<file path="config.mk">
export PLATFORM = sky130hd
export DESIGN_NAME = dmux_rr_dispatcher
export DESIGN_NICKNAME = d
export VERILOG_FILES = /design/src/rtl/dmux_rr_dispatcher.sv
export SDC_FILE = /design/constraint.sdc
export NUM_CORES = 1
export LEC_CHECK = 0
export ABC_AREA = 1
export CAP_MARGIN = 15
export CORE_AREA = 8 8 51 95
export CTS_CLUSTER_DIAMETER = 80
export CTS_CLUSTER_SIZE = 16
export DETAILED_ROUTE_END_ITERATION = 10
export DIE_AREA = 0 0 59 103
export PLACE_DENSITY_LB_ADDON = 0.05
export SYNTH_ARGS = -nofsm -noshare
export SYNTH_HDL_FRONTEND = slang
export SYNTH_SLANG_ARGS = --single-unit
</file>
<file path="constraint.sdc">
create_clock -name clk -period 2 [get_ports clk]
set_input_delay 0.6 -clock clk [delete_from_list [all_inputs] [get_ports clk]]
set_output_delay 0.6 -clock clk [all_outputs]
set_load 0.05 [all_outputs]
</file>
<file path="src/rtl/dmux_rr_dispatcher.sv">
// Round-robin dispatcher steering single items from one producer to one of eight channels.
// Optional per-channel eligibility mask enabled by defining DISPATCH_MASK_EN.
module dmux_rr_dispatcher #(
  parameter int WIDTH = 1
) (
  input  logic             clk,
  input  logic             rst,
  input  logic             in_valid,
  input  logic [WIDTH-1:0] in_data,
  output logic             in_ready,
  input  logic [7:0]       ch_ready,
`ifdef DISPATCH_MASK_EN
  input  logic [7:0]       ch_mask,
`endif
  output logic [7:0]       out_valid,
  output logic [WIDTH-1:0] out_data,
  output logic [2:0]       sel,
  output logic [7:0]       count
);

  typedef enum logic [1:0] {
    IDLE = 2'd0,
    WAIT = 2'd1,
    SEND = 2'd2
  } state_t;

  state_t           state_r, state_next_s;
  logic [2:0]       ptr_r, ptr_next_s;
  logic [2:0]       sel_r, sel_next_s;
  logic [WIDTH-1:0] data_r, data_next_s;
  logic [7:0]       count_r, count_next_s;
  logic [7:0]       elig_s;
  logic             hit_s;
  logic [2:0]       pick_s;

  // First eligible channel at or after p, wrapping 7 -> 0; returns {hit, index}.
  function automatic logic [3:0] rr_search(input logic [7:0] elig, input logic [2:0] p);
    logic [3:0] found;
    logic [2:0] cand;
    found = 4'h0;
    for (int i = 7; i >= 0; i--) begin
      cand = p + i[2:0];
      if (elig[cand]) begin
        found = {1'b1, cand};
      end else begin
        found = found;
      end
    end
    return found;
  endfunction

`ifdef DISPATCH_MASK_EN
  assign elig_s = ch_ready & ch_mask;
`else
  assign elig_s = ch_ready;
`endif

  assign {hit_s, pick_s} = rr_search(elig_s, ptr_r);

  // Next-state and next-register computation.
  always_comb begin
    state_next_s = state_r;
    ptr_next_s   = ptr_r;
    sel_next_s   = sel_r;
    data_next_s  = data_r;
    count_next_s = count_r;
    case (state_r)
      IDLE: begin
        if (in_valid) begin
          data_next_s = in_data;
          if (hit_s) begin
            sel_next_s   = pick_s;
            state_next_s = SEND;
          end else begin
            state_next_s = WAIT;
          end
        end else begin
          state_next_s = IDLE;
        end
      end
      WAIT: begin
        if (hit_s) begin
          sel_next_s   = pick_s;
          state_next_s = SEND;
        end else begin
          state_next_s = WAIT;
        end
      end
      SEND: begin
        // Completion looks only at the granted channel; the grant is sticky.
        if (ch_ready[sel_r]) begin
          ptr_next_s   = sel_r + 3'd1;
          count_next_s = count_r + 8'd1;
          state_next_s = IDLE;
        end else begin
          state_next_s = SEND;
        end
      end
      default: begin
        state_next_s = IDLE;
      end
    endcase
  end

  // State and datapath registers.
  always_ff @(posedge clk or posedge rst) begin
    if (rst) begin
      state_r <= IDLE;
      ptr_r   <= 3'd0;
      sel_r   <= 3'd0;
      data_r  <= '0;
      count_r <= 8'd0;
    end else begin
      state_r <= state_next_s;
      ptr_r   <= ptr_next_s;
      sel_r   <= sel_next_s;
      data_r  <= data_next_s;
      count_r <= count_next_s;
    end
  end

  assign in_ready  = (state_r == IDLE);
  assign out_valid = (state_r == SEND) ? (8'h01 << sel_r) : 8'h00;
  assign out_data  = data_r;
  assign sel       = sel_r;
  assign count     = count_r;

endmodule

</file>
==> results of run 1 <==
per-stage QoR:
step / hold WS [ns] / std cells / worst slack (ns) / cell area (um2)
floorplan: 0.440 / 230 / 0.0292 / 1690
global placement: 0.461 / 332 / -0.248 / 2290
detailed placement: 0.466 / 332 / -0.272 / 2290
CTS: 0.473 / 340 / -0.0177 / 2390
global route: 0.493 / 343 / -0.0821 / 2550
finish: 0.476 / 343 / 0.0234 / 2550
logic make-up (layout without fill, tap and decap cells):
kind of cell	count (synthesis)	count (layout)	share of synthesized area, %
and+or+nand+nor	137	137	41.3
buffers and inverters	29	93	8.67
AOI/OAI and AO/OA	28	28	10.3
DFF	17	17	26.6
adders and majority gates	9	9	7.03
xor gates and xnor gates	9	9	5.39
muxes	1	1	0.703
layer usage:
layer  GRT usage [%]  vias up  share of wire [%]
met3            2.13       22                2.2
met5               0        -                  0
met1            14.4      852                 33
li1                -      874                  -
met4            10.6        0                5.4
met2            35.7       41                 60
worst paths after layout:
kind,start,endpoint,slack (ns),cells after the start
setup / recovery,sel[0],out_valid[6],0.02,5
hold / removal,state_r[1],state_r[1],0.48,1
setup reg to reg,ptr_r[0],sel[0],0.11,12
hold reg to reg,state_r[1],state_r[1],0.48,1
max in group asynchronous,rst,sel[2],1.12,3
min in group asynchronous,rst,count[3],0.67,3
worst max-delay path, stage by stage (launching register included):
cell	delay (ns)
dfrtp_2	0.46
inv_4	0.10
ha_4	0.15
inv_4	0.04
nor3_4	0.22
buf_12	0.16
what timing repair did:
item,in CTS,in global routing
resized for setup,13,37
pin swaps,3,5
setup buffers,4,3
endpoints found under the setup margin,10,18
hold buffers,0,0
area by class of cell:
cell class	instances	area, um2	share of cell area [%]
Tap cell	49	61.3	2.40
Inverter	26	118	4.60
Timing Repair Buffer	63	649	25.4
Multi-Input combinational cell	184	1250	48.9
Sequential cell	17	432	16.9
Clock buffer	4	45.0	1.76
sequential cells by signal, summed over array words and instances, names as in the netlist:
| name | cells |
|---|---|
| count | 8 |
| out_data | 1 |
| ptr_r | 3 |
| sel | 3 |
| state_r | 2 |
layout by cell type (no fill, tap or decap), types with 4 or more instances in the layout:
cell type       count
xnor2_1             4
nand2_1            43
nor2_4              4
nor2_1             17
o21ai_0             5
o21ai_1             5
nand3_1            24
inv_1              13
inv_4               6
dfrtp_1            14
nor3_4              6
buf_4              41
buf_12             10
a21oi_1            13
nor2_2              6
inv_2               6
nand2_2            20
dlymetal6s2s_1      8
nand3_2            11
ha_4                4
==> qor.txt, run 1 <==
Clk root buf: clkbuf_8
Outcome: finished clean
DP Wirelength: 4050 um
Final antenna-violating net count: 0
Top-area cell type share of the netlist area: 26.6%
Worst Tran Pin Value: 0.505 ns
Routed wire length: 5130 um
Initial DRC count: 39
H-tree depth: 1
First-pass GRT wire length: 8190 um
CTS sink cnt: 17
Commonest cells in the netlist: nand2_1, nand3_1, nor2_1
Most numerous cell in the Yosys netlist: nand2_1
WP data arrival: 1.38 ns
Top_reg_cell synth: dfrtp_1
Netlist Area Pre-Place: 0.00160 mm2
TNS Setup: 0 ns
# DRC: 0
Clk buf depth: 2
Mapped Avg Cell Area: 6.96 um2
Nets: 316
Tot GR Track Use: 17.3%
CTS Buf Count: 3
Global route overflow: 0
Via-per-instance ratio: 5.22
GP Congestion: 0.902
DR vias: 1789
Ant diodes: 0
Syn. warnings: 0
Final count of hold timing violations: 0
Setup CP Type: reg -> out
Area Overhead vs Synth: 59.5%
Unrepaired setup endpoints after global routing: yes
Later-pin clock latency in the skew report: 0.24 ns
Core area: 0.00357 mm2
Worst-path clk slew: 0.06 ns
Wire per inst: 14.9 um
Fillcell total: 323
Leading area contributor after synthesis: dfrtp_1
Die Wd: 59 um
Worst Path Required: 1.40 ns
Tcrit/Tclk final: 98.8%
Min-delay worst type: reg -> reg
Ys async rst share: 100%
Share of layout cells above drive strength 1: 45.2%
Crit path launch type: flop
Max Cap Viol: 0
Seq/Total Area, Yosys: 26.6%
Setup-failing EPs final: 0
I/O pin cnt: 33
Largest net degree at the start of global routing: 18
Cell variety after synth: 30
Critical Path Sink Type: output pin
Synth area leaders: dfrtp_1, nand2_1, nand3_1
Initial core utilization: 44.9%
Final Critical Period: 1.98 ns
FMAX: 506 MHz
Final max-slew violation count: 0
Initial antenna violation count: 0
# rows: 31
Skew final: 0.00223 ns
PortBufs: 32
#FFs+latches synth: 17
Synthesized net count: 251
First drt pass iteration count: 4
CTS tree: built
Layout Utilization: 71.6%
Worst slew margin: 66.4%
Post-synth EDFFs: 0
Die height: 103 um
CP max FO: 5
Mapped Cells: 230
Vias in the first global route: 1851
Die area: 0.00608 mm2
Power of run 1 is not shown: default switching activity piles up to over one toggle a cycle in this logic, so the estimate is an artifact.
==> inputs of run 2 (changes only) <==
Settings changed: CTS_BUF_LIST set to sky130_fd_sc_hd__clkbuf_16.
==> run 2 against run 1 <==
Net effect: clock-buffer cell count is 1 lower; wire length decreased by 3.1%; global-route usage increased by 0.30 points; sequential share of layout area is 0.12 points higher; cell area decreased by 0.69%; final cell count fell by 0.87%; sequential cell count is the same; hold slack improved by 0.011 ns; maximum frequency barely moved; highest routed layer unchanged; register-to-register slack hardly changed; utilization down 0.49 points.
==> qor.txt, run 2 (synthesis gave the netlist of run 1 again) <==
Final max-slew violation count: 0 (unchanged)
WP data arrival: 1.38 ns (about the same)
Worst Tran Pin Value: 0.502 ns (-0.00231 ns)
Routed wire length: 4970 um (-3.1%)
Crit path from: sel[0]
CTS sink cnt: 17 (unchanged)
R2r startpoint: ptr_r[0]
Ant diodes: 0 (unchanged)
CP max FO: 5 (unchanged)
Setup-failing EPs final: 0 (unchanged)
Most common cell after layout, fill and taps aside: nand2_1
Setup CP Type: reg -> out
Die Wd: 59 um (unchanged)
First-pass GRT wire length: 8270 um (+1.0%)
Worst slew margin: 66.5% (+0.15 points)
Final Critical Period: 1.98 ns (+0.00198 ns)
First drt pass iteration count: 4 (unchanged)
Largest net degree at the start of global routing: 18 (unchanged)
Skew final: 0.00166 ns (-0.000568 ns)
Crit path launch type: flop
Initial DRC count: 35 (-10%)
Max reg flops: 8 (unchanged)
Global route overflow: 0 (unchanged)
Outcome: finished clean
Final antenna-violating net count: 0 (unchanged)
# rows: 31 (unchanged)
Worst R2R Setup Slack: 0.12 ns (about the same)
Final count of hold timing violations: 0 (unchanged)
PortBufs: 32 (unchanged)
# DRC: 0 (unchanged)
Share of layout cells above drive strength 1: 45.0% (-0.22 points)
CTS Buf Count: 3 (unchanged)
Setup crit end: out_valid[0]
Initial antenna violation count: 0 (unchanged)
CTS tree: built
Unrepaired setup endpoints after global routing: yes
Place WS: -0.272 ns (unchanged)
Worst R2R End: sel[0]
GP Congestion: 0.902 (unchanged)
Via-per-instance ratio: 5.18 (-0.75%)
Clk root buf: clkbuf_16
Wire per inst: 14.6 um (-2.2%)
Setup ws final: 0.0215 ns (-0.00198 ns)
Initial core utilization: 44.9% (unchanged)
Tot GR Track Use: 17.6% (+0.30 points)
CTS Hold Bufs: 0 (unchanged)
Die height: 103 um (unchanged)
Worst-path clk slew: 0.05 ns (about the same)
Tcrit/Tclk final: 98.9% (about the same)
Min-delay worst type: reg -> reg
DP Wirelength: 4050 um (unchanged)
Clk buf depth: 2 (unchanged)
FMAX: 505 MHz (about the same)
Die area: 0.00608 mm2 (unchanged)
Nets: 313 (-0.95%)
Finished Cell Area: 0.00254 mm2 (-0.69%)
Critical Path Sink Type: output pin
Core area: 0.00357 mm2 (unchanged)
I/O pin cnt: 33 (unchanged)
Area Overhead vs Synth: 58.4%
Vias in the first global route: 1863 (+0.65%)
Dpl cell area: 0.00229 mm2 (unchanged)
Worst Reg2Reg Path Length in Cells: 12 (unchanged)
Most frequent cells in the layout: nand2_1, buf_4, nand3_1, nand2_2, nor2_1
DR vias: 1760 (-1.6%)
Worst Path Required: 1.40 ns (about the same)
Max Cap Viol: 0 (unchanged)
H-tree depth: 1 (unchanged)
Later-pin clock latency in the skew report: 0.24 ns (about the same)
[run 2: cell types whose count changed in the layout (fill, tap and decap cells not counted), sizes merged]
cell,before,now
inv,26,27
clkbuf,4,3
buf,52,49
[run 2: critical path, stage by stage (launching register included)]
cell and delay, ns:
dfrtp_2 0.45, inv_4 0.08, ha_2 0.18, inv_2 0.06
nor3_4 0.20, buf_12 0.16
[run 2: how the worst min path moves through the flow]
stage	startpoint	endpoint	slack, ns	depth (start not counted)
floorplan	state_r[1]	state_r[1]	0.44	1
global placement	state_r[1]	state_r[1]	0.46	1
detailed placement	state_r[1]	state_r[1]	0.47	1
CTS	count[7]	count[7]	0.49	1
global route	count[7]	count[7]	0.53	1
finish	count[7]	count[7]	0.49	1
[run 2: metal layers]
metal	track usage, %	part of all wire (%)	vias up
met5	0	0	-
met4	11.3	5.0	0
met3	2.00	2.0	18
met2	36.2	60	35
met1	14.6	33	836
li1	-	-	871
[run 2: area by class of cell]
class | instances | area [um2]
sequential | 17 | 432
multi-input combinational | 184 | 1220
fill | 322 | 1030
tap | 49 | 61.3
clock inverter | 1 | 3.75
timing repair buffer | 60 | 627
inverter | 26 | 115
clock buffer | 3 | 75.1
[run 2: what timing repair did]
item | CTS | global route
cloned | 0 | 0
setup endpoints to repair | 10 | 20
pin swaps | 3 | 6
resized for setup | 13 | 34
setup buffers | 4 | 0
[run 2: metrics by stage]
step	utilization (%)	hold slack, ns	setup TNS, ns	cells
after CTS	68.0	0.494	0	340
after floorplan	-	0.440	0	230
final	71.1	0.488	0	340
after global routing	71.1	0.527	-0.130	340
after detailed placement	64.2	0.466	-2.61	332
after global placement	64.2	0.461	-2.63	332
Power of run 2 is left out for the same reason.
